File: src/rtl/alu_word_seq_65ce02_pkg.sv
// Shared definitions for the 16-bit word sequencer in front of the 8-bit 65CE02 ALU.
// Holds the word-op codes, the ALU op encodings the sequencer drives, the FSM state
// encoding and the carry-in source selector used between decoder and top.
package alu_word_seq_65ce02_pkg;

  // Word op codes on wop
  localparam logic [2:0] WopInw  = 3'b000;
  localparam logic [2:0] WopDew  = 3'b001;
  localparam logic [2:0] WopAsw  = 3'b010;
  localparam logic [2:0] WopRow  = 3'b011;
  localparam logic [2:0] WopLsrw = 3'b100;
  localparam logic [2:0] WopRorw = 3'b101;
  localparam logic [2:0] WopAsrw = 3'b110;
  localparam logic [2:0] WopRsvd = 3'b111;

  // ALU op encodings
  localparam logic [3:0] AluAdd  = 4'b0011;
  localparam logic [3:0] AluSub  = 4'b0111;
  localparam logic [3:0] AluDbl  = 4'b1011;
  localparam logic [3:0] AluPass = 4'b1111;

  // Sequencer states
  localparam logic [1:0] StIdle = 2'd0;
  localparam logic [1:0] StP1   = 2'd1;
  localparam logic [1:0] StP2   = 2'd2;
  localparam logic [1:0] StCap  = 2'd3;

  // Where the ALU carry-in comes from on a given pass
  typedef enum logic [2:0] {
    CiZero,
    CiOne,
    CiCin,
    CiSign,
    CiCarry
  } ci_sel_e;

endpackage

File: src/rtl/alu_word_seq_65ce02_decode.sv
// Combinational decode of a word op and pass index into the ALU control set.
// Ports:
//   wop      - latched word op
//   pass2    - 0 for the first byte pass, 1 for the second
//   op       - ALU op code
//   right    - ALU right-shift select
//   arith    - ALU arithmetic-shift select
//   bi       - ALU BI byte
//   ci_sel   - carry-in source for this pass
//   hi_first - high byte goes through the ALU first (right shifts)
//   keep_c   - C flag is left unchanged by this op
module alu_word_seq_65ce02_decode
  import alu_word_seq_65ce02_pkg::*;
(
  input  logic [2:0] wop,
  input  logic       pass2,
  output logic [3:0] op,
  output logic       right,
  output logic       arith,
  output logic [7:0] bi,
  output ci_sel_e    ci_sel,
  output logic       hi_first,
  output logic       keep_c
);

  always_comb begin
    op       = AluPass;
    right    = 1'b0;
    arith    = 1'b0;
    bi       = 8'h00;
    // Second pass always chains the carry/shift-out of the first pass
    ci_sel   = pass2 ? CiCarry : CiZero;
    hi_first = 1'b0;
    keep_c   = 1'b0;
    case (wop)
      WopInw: begin
        op     = AluAdd;
        keep_c = 1'b1;
        if (!pass2) ci_sel = CiOne;
      end
      WopDew: begin
        // AI + ~01 + 1 = AI - 1; the high pass adds ~00 plus the no-borrow carry
        op     = AluSub;
        keep_c = 1'b1;
        bi     = pass2 ? 8'h00 : 8'h01;
        if (!pass2) ci_sel = CiOne;
      end
      WopAsw: begin
        op = AluDbl;
      end
      WopRow: begin
        op = AluDbl;
        if (!pass2) ci_sel = CiCin;
      end
      WopLsrw: begin
        right    = 1'b1;
        hi_first = 1'b1;
      end
      WopRorw: begin
        right    = 1'b1;
        hi_first = 1'b1;
        if (!pass2) ci_sel = CiCin;
      end
      WopAsrw: begin
        // Sign bit also offered on CI so the first pass shifts it in either way
        right    = 1'b1;
        arith    = 1'b1;
        hi_first = 1'b1;
        if (!pass2) ci_sel = CiSign;
      end
      default: begin
        // Reserved: plain pass-through, C unchanged
        keep_c = 1'b1;
      end
    endcase
  end

endmodule

File: src/rtl/alu_word_seq_65ce02.sv
// Word-op sequencer for the 8-bit 65CE02 ALU. Runs INW/DEW/ASW/ROW/LSRW/RORW/ASRW as
// two byte passes through the registered ALU and returns a 16-bit result with N/Z/C.
// Ports:
//   clk, reset        - clock, asynchronous active-high reset
//   rdy               - global ready, freezes all state when low
//   start, wop        - request and word op, sampled in IDLE
//   operand, c_in     - word operand and current C, latched on accept
//   busy, done        - in-flight indicator and one-cycle completion pulse
//   result, c/n/z_out - word result and flags, held until the next done
//   alu_*  (out)      - ALU drive: ai, bi, ci, op, right, arith, bcd
//   alu_out, alu_co   - registered ALU result and carry-out
module alu_word_seq_65ce02
  import alu_word_seq_65ce02_pkg::*;
(
  input  logic        clk,
  input  logic        reset,
  input  logic        rdy,
  input  logic        start,
  input  logic [2:0]  wop,
  input  logic [15:0] operand,
  input  logic        c_in,
  output logic        busy,
  output logic        done,
  output logic [15:0] result,
  output logic        c_out,
  output logic        n_out,
  output logic        z_out,
  output logic [7:0]  alu_ai,
  output logic [7:0]  alu_bi,
  output logic        alu_ci,
  output logic [3:0]  alu_op,
  output logic        alu_right,
  output logic        alu_arith,
  output logic        alu_bcd,
  input  logic [7:0]  alu_out,
  input  logic        alu_co
);

  logic [1:0]  state_q, state_d;
  logic [2:0]  wop_q, wop_d;
  logic [15:0] opnd_q, opnd_d;
  logic        cin_q, cin_d;
  logic [7:0]  byte0_q, byte0_d;
  logic        done_q, done_d;
  logic [15:0] result_q, result_d;
  logic        c_q, c_d;
  logic        z_q, z_d;

  logic [3:0] dec_op;
  logic       dec_right;
  logic       dec_arith;
  logic [7:0] dec_bi;
  ci_sel_e    dec_ci_sel;
  logic       dec_hi_first;
  logic       dec_keep_c;
  logic       active;
  logic       pass2;

  assign active = (state_q == StP1) || (state_q == StP2);
  assign pass2  = (state_q == StP2);

  alu_word_seq_65ce02_decode u_decode (
    .wop      (wop_q),
    .pass2    (pass2),
    .op       (dec_op),
    .right    (dec_right),
    .arith    (dec_arith),
    .bi       (dec_bi),
    .ci_sel   (dec_ci_sel),
    .hi_first (dec_hi_first),
    .keep_c   (dec_keep_c)
  );

  // ALU drive; idle values outside the two presenting states
  always_comb begin
    alu_ai    = 8'h00;
    alu_bi    = 8'h00;
    alu_ci    = 1'b0;
    alu_op    = AluPass;
    alu_right = 1'b0;
    alu_arith = 1'b0;
    if (active) begin
      // First pass takes the leading byte, second pass the other one
      if (pass2 ^ dec_hi_first) alu_ai = opnd_q[15:8];
      else                      alu_ai = opnd_q[7:0];
      alu_bi    = dec_bi;
      alu_op    = dec_op;
      alu_right = dec_right;
      alu_arith = dec_arith;
      case (dec_ci_sel)
        CiOne:   alu_ci = 1'b1;
        CiCin:   alu_ci = cin_q;
        CiSign:  alu_ci = opnd_q[15];
        CiCarry: alu_ci = alu_co;
        default: alu_ci = 1'b0;
      endcase
    end
  end

  always_comb begin
    state_d  = state_q;
    wop_d    = wop_q;
    opnd_d   = opnd_q;
    cin_d    = cin_q;
    byte0_d  = byte0_q;
    done_d   = done_q;
    result_d = result_q;
    c_d      = c_q;
    z_d      = z_q;
    if (rdy) begin
      case (state_q)
        StIdle: begin
          done_d = 1'b0;
          if (start) begin
            wop_d   = wop;
            opnd_d  = operand;
            cin_d   = c_in;
            state_d = StP1;
          end
        end
        StP1: state_d = StP2;
        StP2: begin
          // ALU output now holds the first-pass byte
          byte0_d = alu_out;
          state_d = StCap;
        end
        default: begin
          if (dec_hi_first) result_d = {byte0_q, alu_out};
          else              result_d = {alu_out, byte0_q};
          c_d     = dec_keep_c ? cin_q : alu_co;
          z_d     = (result_d == 16'h0000);
          done_d  = 1'b1;
          state_d = StIdle;
        end
      endcase
    end
  end

  always_ff @(posedge clk or posedge reset) begin
    if (reset) begin
      state_q  <= StIdle;
      wop_q    <= 3'b000;
      opnd_q   <= 16'h0000;
      cin_q    <= 1'b0;
      byte0_q  <= 8'h00;
      done_q   <= 1'b0;
      result_q <= 16'h0000;
      c_q      <= 1'b0;
      z_q      <= 1'b0;
    end else begin
      state_q  <= state_d;
      wop_q    <= wop_d;
      opnd_q   <= opnd_d;
      cin_q    <= cin_d;
      byte0_q  <= byte0_d;
      done_q   <= done_d;
      result_q <= result_d;
      c_q      <= c_d;
      z_q      <= z_d;
    end
  end

  assign busy    = (state_q != StIdle);
  assign done    = done_q;
  assign result  = result_q;
  assign c_out   = c_q;
  assign n_out   = result_q[15];
  assign z_out   = z_q;
  assign alu_bcd = 1'b0;

endmodule

File: config.mk
export PLATFORM = sky130hd
export DESIGN_NAME = alu_word_seq_65ce02
export DESIGN_NICKNAME = d
export VERILOG_FILES = /design/src/rtl/alu_word_seq_65ce02_pkg.sv /design/src/rtl/alu_word_seq_65ce02_decode.sv /design/src/rtl/alu_word_seq_65ce02.sv
export SDC_FILE = /design/constraint.sdc
export NUM_CORES = 1
export LEC_CHECK = 0
export ABC_AREA = 0
export CAP_MARGIN = 20
export CELL_PAD_IN_SITES_DETAIL_PLACEMENT = 1
export CELL_PAD_IN_SITES_GLOBAL_PLACEMENT = 1
export CORE_MARGIN = 2
export CORE_UTILIZATION = 35
export DETAILED_ROUTE_END_ITERATION = 7
export MAX_ROUTING_LAYER = met4
export PLACE_DENSITY_LB_ADDON = 0.05
export SLEW_MARGIN = 20
export SYNTH_ARGS = -nofsm -noshare
export SYNTH_HDL_FRONTEND = slang
export SYNTH_SLANG_ARGS = --single-unit
File: constraint.sdc
create_clock -name clk -period 1.8 [get_ports clk]
set_input_delay 0.27 -clock clk [delete_from_list [all_inputs] [get_ports clk]]
set_output_delay 0.27 -clock clk [all_outputs]
set_load 0.02 [all_outputs]
==> results of run 1 <==
-- worst paths after layout --
check	startpoint	to	slack (ns)	depth (start not counted)
setup reg to reg	state_q[1]	opnd_q[5]	0.25	6
max in group asynchronous	reset	result[5]	1.16	3
hold / removal	reset	opnd_q[8]	0.32	3
setup / recovery	wop_q[0]	alu_ai[0]	-0.13	5
min in group clk	result[7]	result[7]	0.49	2
hold reg to reg	result[7]	result[7]	0.49	2
-- critical path, delay by kind of cell (launching register included) --
| family | cells | cell delay [ns] |
|---|---|---|
| flops | 1 | 0.42 |
| buf+inv | 2 | 0.33 |
| compound gates | 1 | 0.26 |
| mux | 1 | 0.20 |
| xor+xnor | 1 | 0.16 |
-- logic make-up (layout without fill, tap and decap cells) --
kind of cell,after synthesis,count (layout),share of synthesized area (%)
DFF,49,49,49.5
other,2,10,0.303
adders and majority gates,3,3,1.52
xor gates and xnor gates,1,1,1.11
muxes,54,54,23.3
AOI/OAI and AO/OA,32,32,7.48
and+or+nand+nor,52,52,9.60
buffers and inverters,30,107,7.17
-- flip-flops by register name, indices dropped and copies added (netlist names) --
| name | cells |
|---|---|
| result | 16 |
| byte0_q | 8 |
| c_out | 1 |
| opnd_q | 16 |
| state_q | 2 |
| cin_q | 1 |
| wop_q | 3 |
| z_out | 1 |
| done | 1 |
-- metal layers --
| metal | vias up | track usage (%) | part of all wire (%) |
|---|---|---|---|
| met4 | 0 | 4.13 | 0.75 |
| met1 | 915 | 22.0 | 46 |
| met5 | - | - | 0 |
| met3 | 4 | 3.68 | 4.1 |
| li1 | 916 | - | - |
| met2 | 47 | 27.1 | 49 |
-- area by class of cell --
class	instances	area, um^2
Inverter	8	30.0
Tap cell	96	120
Multi-Input combinational cell	152	1180
Fill cell	775	3330
Clock buffer	7	86.3
Timing Repair Buffer	92	861
Sequential cell	49	1230
-- stage by stage --
step | instances | hold WS [ns] | util, %
after detailed placement | 396 | 0.474 | 49.1
after CTS | 403 | 0.324 | 50.6
after global placement | 396 | 0.466 | 49.1
final | 404 | 0.322 | 51.3
after global routing | 404 | 0.367 | 51.3
after floorplan | 231 | 0.421 | -
-- cells in the final DEF, fill, tap and decap left out, types with 3 or more instances in the layout --
master / n
buf_6: 5
dfrtp_1: 49
buf_4: 30
mux2_2: 30
mux2i_1: 24
clkbuf_8: 6
inv_2: 3
o21ai_0: 12
nand2_1: 35
conb_1: 10
o21ai_1: 10
clkdlybuf4s50_1: 52
inv_1: 5
nor4_1: 4
nand2_2: 3
-- power by group through the flow --
stage / Sequential, uW / Clock (uW) / Combinational [uW]
after floorplan: 2140 / 0 / 2240
after global placement: 1960 / 0 / 4130
after detailed placement: 1990 / 0 / 4210
after CTS: 1990 / 690 / 4210
after global routing: 2070 / 734 / 4670
final: 1990 / 653 / 4310
-- repair_timing --
action | CTS | global route
pin swaps | 4 | 1
setup endpoints to repair | 15 | 13
gates resized for setup | 81 | 12
endpoints found under the hold margin | 0 | 0
setup buffers | 1 | 1
==> flow_metrics.py, run 1 <==
metrics = {
    "run_status": {
        "status": "finished with violations",
        "violations": "negative setup slack",
    },
    "power_and_ir_drop": {
        "power_density_nw_per_um2": 1980,
        "power.share.clock_pct": 9.4,
        "ir_drop_mv": 0.909,
        "p_comb_share_pct": 62.1,
        "power_switching_share_pct": 40.6,
        "p_int_uw": 4130,
        "power.share.sequential_pct": 28.6,
        "p_leak_uw": 0.00158,
        "finalPower_uw": 6950,
        "switching_power_uw": 2820,
    },
    "worst_setup_path": {
        "arrival_ns": 1.66,
        "critPathMaxStageDelay_ns": 0.42,
        "cp_cell_sequence": "a21boi_4, xnor2_4, buf_12, mux2i_1, buf_4",
        "crit_required_ns": 1.53,
        "crit_path_end_kind": "output port",
        "crit_slowest_cell": "dfrtp_1",
        "path_max_fanout": 8,
        "critical_path_class": "flop to output port",
        "crit_path_start_kind": "flop",
    },
    "cts": {
        "clock_path_buffers": 2,
        "clk_pin_slew_ns": 0.08,
        "cts_tree": "built",
        "cts_sinks": 49,
        "insertion_delay_ns": 0.30,
        "cts_buffers": 5,
        "cts_root_buf": "clkbuf_8",
        "hold_buffers": 0,
        "htree_levels": 2,
    },
    "sta": {
        "max_freq_mhz": 519,
        "setup_violations": 12,
        "fin_ws_ns": -0.128,
        "slew_viol_final": 0,
        "fin_skew_ns": 0.00368,
        "fin_crit_ns": 1.93,
        "layout_worst_path_cycle_share_pct": 107,
        "finalHoldViolations": 0,
        "rsz0062_at_grt": "true",
        "fin_tns_setup_ns": -1.04,
    },
    "grt": {
        "gr-usage-all-layers_pct": 16.9,
        "antenna_found_initial": 0,
        "grt_overflow": 0,
        "grt_start_max_net_pins": 30,
        "grt_pass1_vias": 2004,
        "grt_pass1_wl_um": 9810,
    },
    "placement": {
        "placement.io_buffers": 67,
        "routabilityCongestion": 0.775,
        "dpl_worst_slack_ns": -0.379,
        "place_area_um2": 3360,
        "dp_hpwl_um": 4430,
    },
    "floorplan": {
        "die_height_um": 88.1,
        "start_util_pct": 36.3,
        "std_cell_rows": 30,
        "io-pin-count": 78,
        "die_w_um": 88.1,
        "fp.coreArea_um2": 6830,
        "die_area_um2": 7770,
    },
    "synth": {
        "synth_top_cells_by_count": "dfrtp_1 (49), nand2_1 (37), mux2_2 (30)",
        "yosysTopAreaCellShare_pct": 49.5,
        "synth_area_um2": 2480,
        "ys_warn_count": 0,
        "ys_ff_latch": 49,
        "synth-async-reset-ratio_pct": 100,
        "yosys_most_used_dff": "dfrtp_1",
        "synth_top_cell_by_area": "dfrtp_1",
        "syn_inst": 223,
        "synth_area_per_cell_um2": 11.1,
        "synth_area_leaders": "dfrtp_1 (49%), mux2_2 (14%), mux2i_1 (9.7%)",
        "synth_most_common_cell": "dfrtp_1",
        "synth_cell_types": 32,
        "ys_seq_area_share_pct": 49.5,
        "synth_edf_count": 0,
    },
    "routing": {
        "drtIter0Drc": 42,
        "drtAntennaViolNets": 0,
        "vias": 1882,
        "post_drt_wl_per_cell_um": 14.9,
        "wl_um": 6010,
        "vias_per_cell": 4.66,
        "dr.pass1.iters": 2,
        "drc_errors": 0,
    },
    "final_layout": {
        "layout-drive-gt1-share_pct": 29.2,
        "antennaDiodeCount": 0,
        "final_nets": 344,
        "final_area_um2": 3500,
        "syn_to_final_growth_pct": 41.4,
    },
    "job": {
        "timing.max_cap.violations": 0,
    },
    "worst_hold_path": {
        "min_path_type": "input port to asynchronous set/reset pin",
    },
}
No activity file was read; power rests on OpenSTA's default activity.
==> run 2: changes to the inputs <==
Settings changed: CTS_CLUSTER_DIAMETER set to 50, GPL_ROUTABILITY_DRIVEN set to 0.
==> results of run 2 <==
No change in the layout: final DEF, timing and power equal those of run 1.
==> run 3: changes to the inputs <==
Settings changed: CORE_UTILIZATION 35 to 32.
Clock period 1.8 ns to 1.7 ns, I/O delays scaled along.
==> run 3 against run 2 <==
The flow still finishes with violations (negative setup slack). First-iteration DRC count rose by 24%. Power rose by 13%. Critical path type unchanged. Sequential cell count did not move. Critical path depth did not move. Non-clock buffer count fell by 1. Clock power rose by 17%. Core utilization fell by 3.7 points. Register-to-register slack got worse by 0.12 ns. Cell area rose by 3.4%. Hold slack got worse by 0.029 ns. Die area rose by 8.9%.
==> flow_metrics.py, run 3 (synthesized netlist as in run 1, its figures left out) <==
metrics = {
    "grt": {
        "grt_overflow": 0,
        "grt_pass1_vias": 1915,
        "grt_pass1_wl_um": 9720,
        "grt_start_max_net_pins": 50,
        "antenna_found_initial": 0,
        "gr-usage-all-layers_pct": 14.7,
    },
    "final_layout": {
        "syn_to_final_growth_pct": 46.2,
        "antennaDiodeCount": 0,
        "final_area_um2": 3620,
        "final_cell_mix": "clkdlybuf4s50_1 (52), dfrtp_1 (48), nand2_1 (37)",
        "layout_commonest_cell": "clkdlybuf4s50_1",
        "final_cells": 410,
        "layout-drive-gt1-share_pct": 33.4,
        "final_nets": 343,
    },
    "sta": {
        "fin_skew_ns": 0.0113,
        "fin_tns_setup_ns": -2.52,
        "fin_crit_ns": 1.96,
        "layout_worst_path_cycle_share_pct": 115,
        "max_freq_mhz": 510,
        "finalHoldViolations": 0,
        "slew_viol_final": 0,
        "setup_violations": 13,
        "rsz0062_at_grt": "true",
        "fin_ws_ns": -0.260,
    },
    "cts": {
        "cts_sinks": 49,
        "hold_buffers": 0,
        "insertion_delay_ns": 0.31,
        "cts_tree": "built",
        "cts_root_buf": "clkbuf_8",
        "cts_buffers": 5,
        "htree_levels": 2,
        "clock_path_buffers": 2,
        "clk_pin_slew_ns": 0.10,
    },
    "floorplan": {
        "die_w_um": 92.0,
        "io-pin-count": 78,
        "die_height_um": 92.0,
        "std_cell_rows": 32,
        "die_area_um2": 8460,
        "start_util_pct": 32.6,
        "fp.coreArea_um2": 7610,
    },
    "worst_setup_path": {
        "critPathMaxStageDelay_ns": 0.42,
        "crit_slowest_cell": "dfrtp_1",
        "critical_path_class": "flop to output port",
        "crit_path_start_kind": "flop",
        "crit_path_end_kind": "output port",
        "reg2regPathDepth": 5,
        "path_max_fanout": 8,
        "reg2reg_setup_slack_ns": 0.13,
        "rr_endpoint": "byte0_q[1]",
        "crit_family": "flip-flops",
        "rr_startpoint": "state_q[1]",
        "arrival_ns": 1.70,
        "crit_buf_inv": 2,
        "cp_cell_sequence": "a21boi_4, xnor2_4, buf_12, mux2i_2, buf_4",
        "crit_required_ns": 1.44,
    },
    "routing": {
        "wl_um": 5770,
        "dr.pass1.iters": 3,
        "drtIter0Drc": 52,
        "vias": 1907,
        "post_drt_wl_per_cell_um": 14.1,
        "vias_per_cell": 4.65,
        "drtAntennaViolNets": 0,
        "drc_errors": 0,
    },
    "placement": {
        "dp_hpwl_um": 3950,
        "place_area_um2": 3380,
        "placement.io_buffers": 67,
        "place_inst": 395,
    },
    "power_and_ir_drop": {
        "power_density_nw_per_um2": 2160,
        "ir_drop_mv": 0.923,
        "p_leak_uw": 0.00158,
    },
    "job": {
        "timing.max_cap.violations": 0,
    },
    "worst_hold_path": {
        "min_path_type": "input port to asynchronous set/reset pin",
    },
    "run_status": {
        "status": "finished with violations",
        "violations": "negative setup slack",
    },
}
[run 3: changes by cell type in the layout (fill, tap and decap cells not counted), sizes merged]
cell           delta
clkinv            +1
dlygate4sd2       -1
inv               +1
clkdlybuf4s15     +2
buf               -2
clkbuf            -1
[run 3: worst min-delay path, cell delays in order]
cell	delay, ns
clkdlybuf4s50_1	0.41
inv_2	0.07
buf_12	0.26
[run 3: where the power goes]
group / leakage, uW / total, uW / switching (uW) / internal, uW
clock network: 0.0000518 / 761 / 423 / 339
registers: 0.000597 / 2080 / 361 / 1720
logic: 0.000932 / 5000 / 2380 / 2620
[run 3: what timing repair did]
| action | in CTS | in global routing |
|---|---|---|
| setup buffers | 5 | 3 |
| gates resized for setup | 86 | 13 |
| pin swaps | 3 | 4 |
| setup endpoints to repair | 15 | 15 |
[run 3: worst max path at each step]
stage	startpoint	depth (start not counted)	slack, ns	end
after floorplan	state_q[0]	3	-0.06	alu_bi[0]
after global placement	state_q[0]	5	-0.57	alu_ai[5]
after detailed placement	state_q[0]	5	-0.63	alu_ai[6]
after CTS	wop_q[1]	5	-0.28	alu_ai[6]
after global routing	state_q[0]	6	-0.36	alu_ai[6]
final	wop_q[1]	5	-0.26	alu_ai[6]
[run 3: layout make-up]
cell class	instances	area [um^2]
fillers	837	3990
multi-input cells	152	1230
flip-flops and latches	49	1230
repair buffers	91	905
well taps	102	128
clock buffers	6	82.6
inverters	8	32.5
clock inverters	2	17.5
[run 3: routing by layer]
| layer | up-vias | part of all wire (%) | GRT usage [%] |
|---|---|---|---|
| met5 | - | 0 | - |
| met1 | 937 | 48 | 20.6 |
| met3 | 9 | 3.9 | 2.96 |
| li1 | 918 | - | - |
| met4 | 0 | 1.3 | 4.48 |
| met2 | 43 | 47 | 21.7 |
[run 3: through the flow]
stage / hold slack [ns] / power, uW / util (%) / worst slack (ns)
floorplan: 0.406 / 4850 / - / -0.0553
global placement: 0.463 / 6570 / 44.4 / -0.571
detailed placement: 0.472 / 6620 / 44.4 / -0.628
CTS: 0.300 / 7700 / 46.7 / -0.284
global route: 0.313 / 8410 / 47.6 / -0.357
finish: 0.293 / 7840 / 47.6 / -0.260
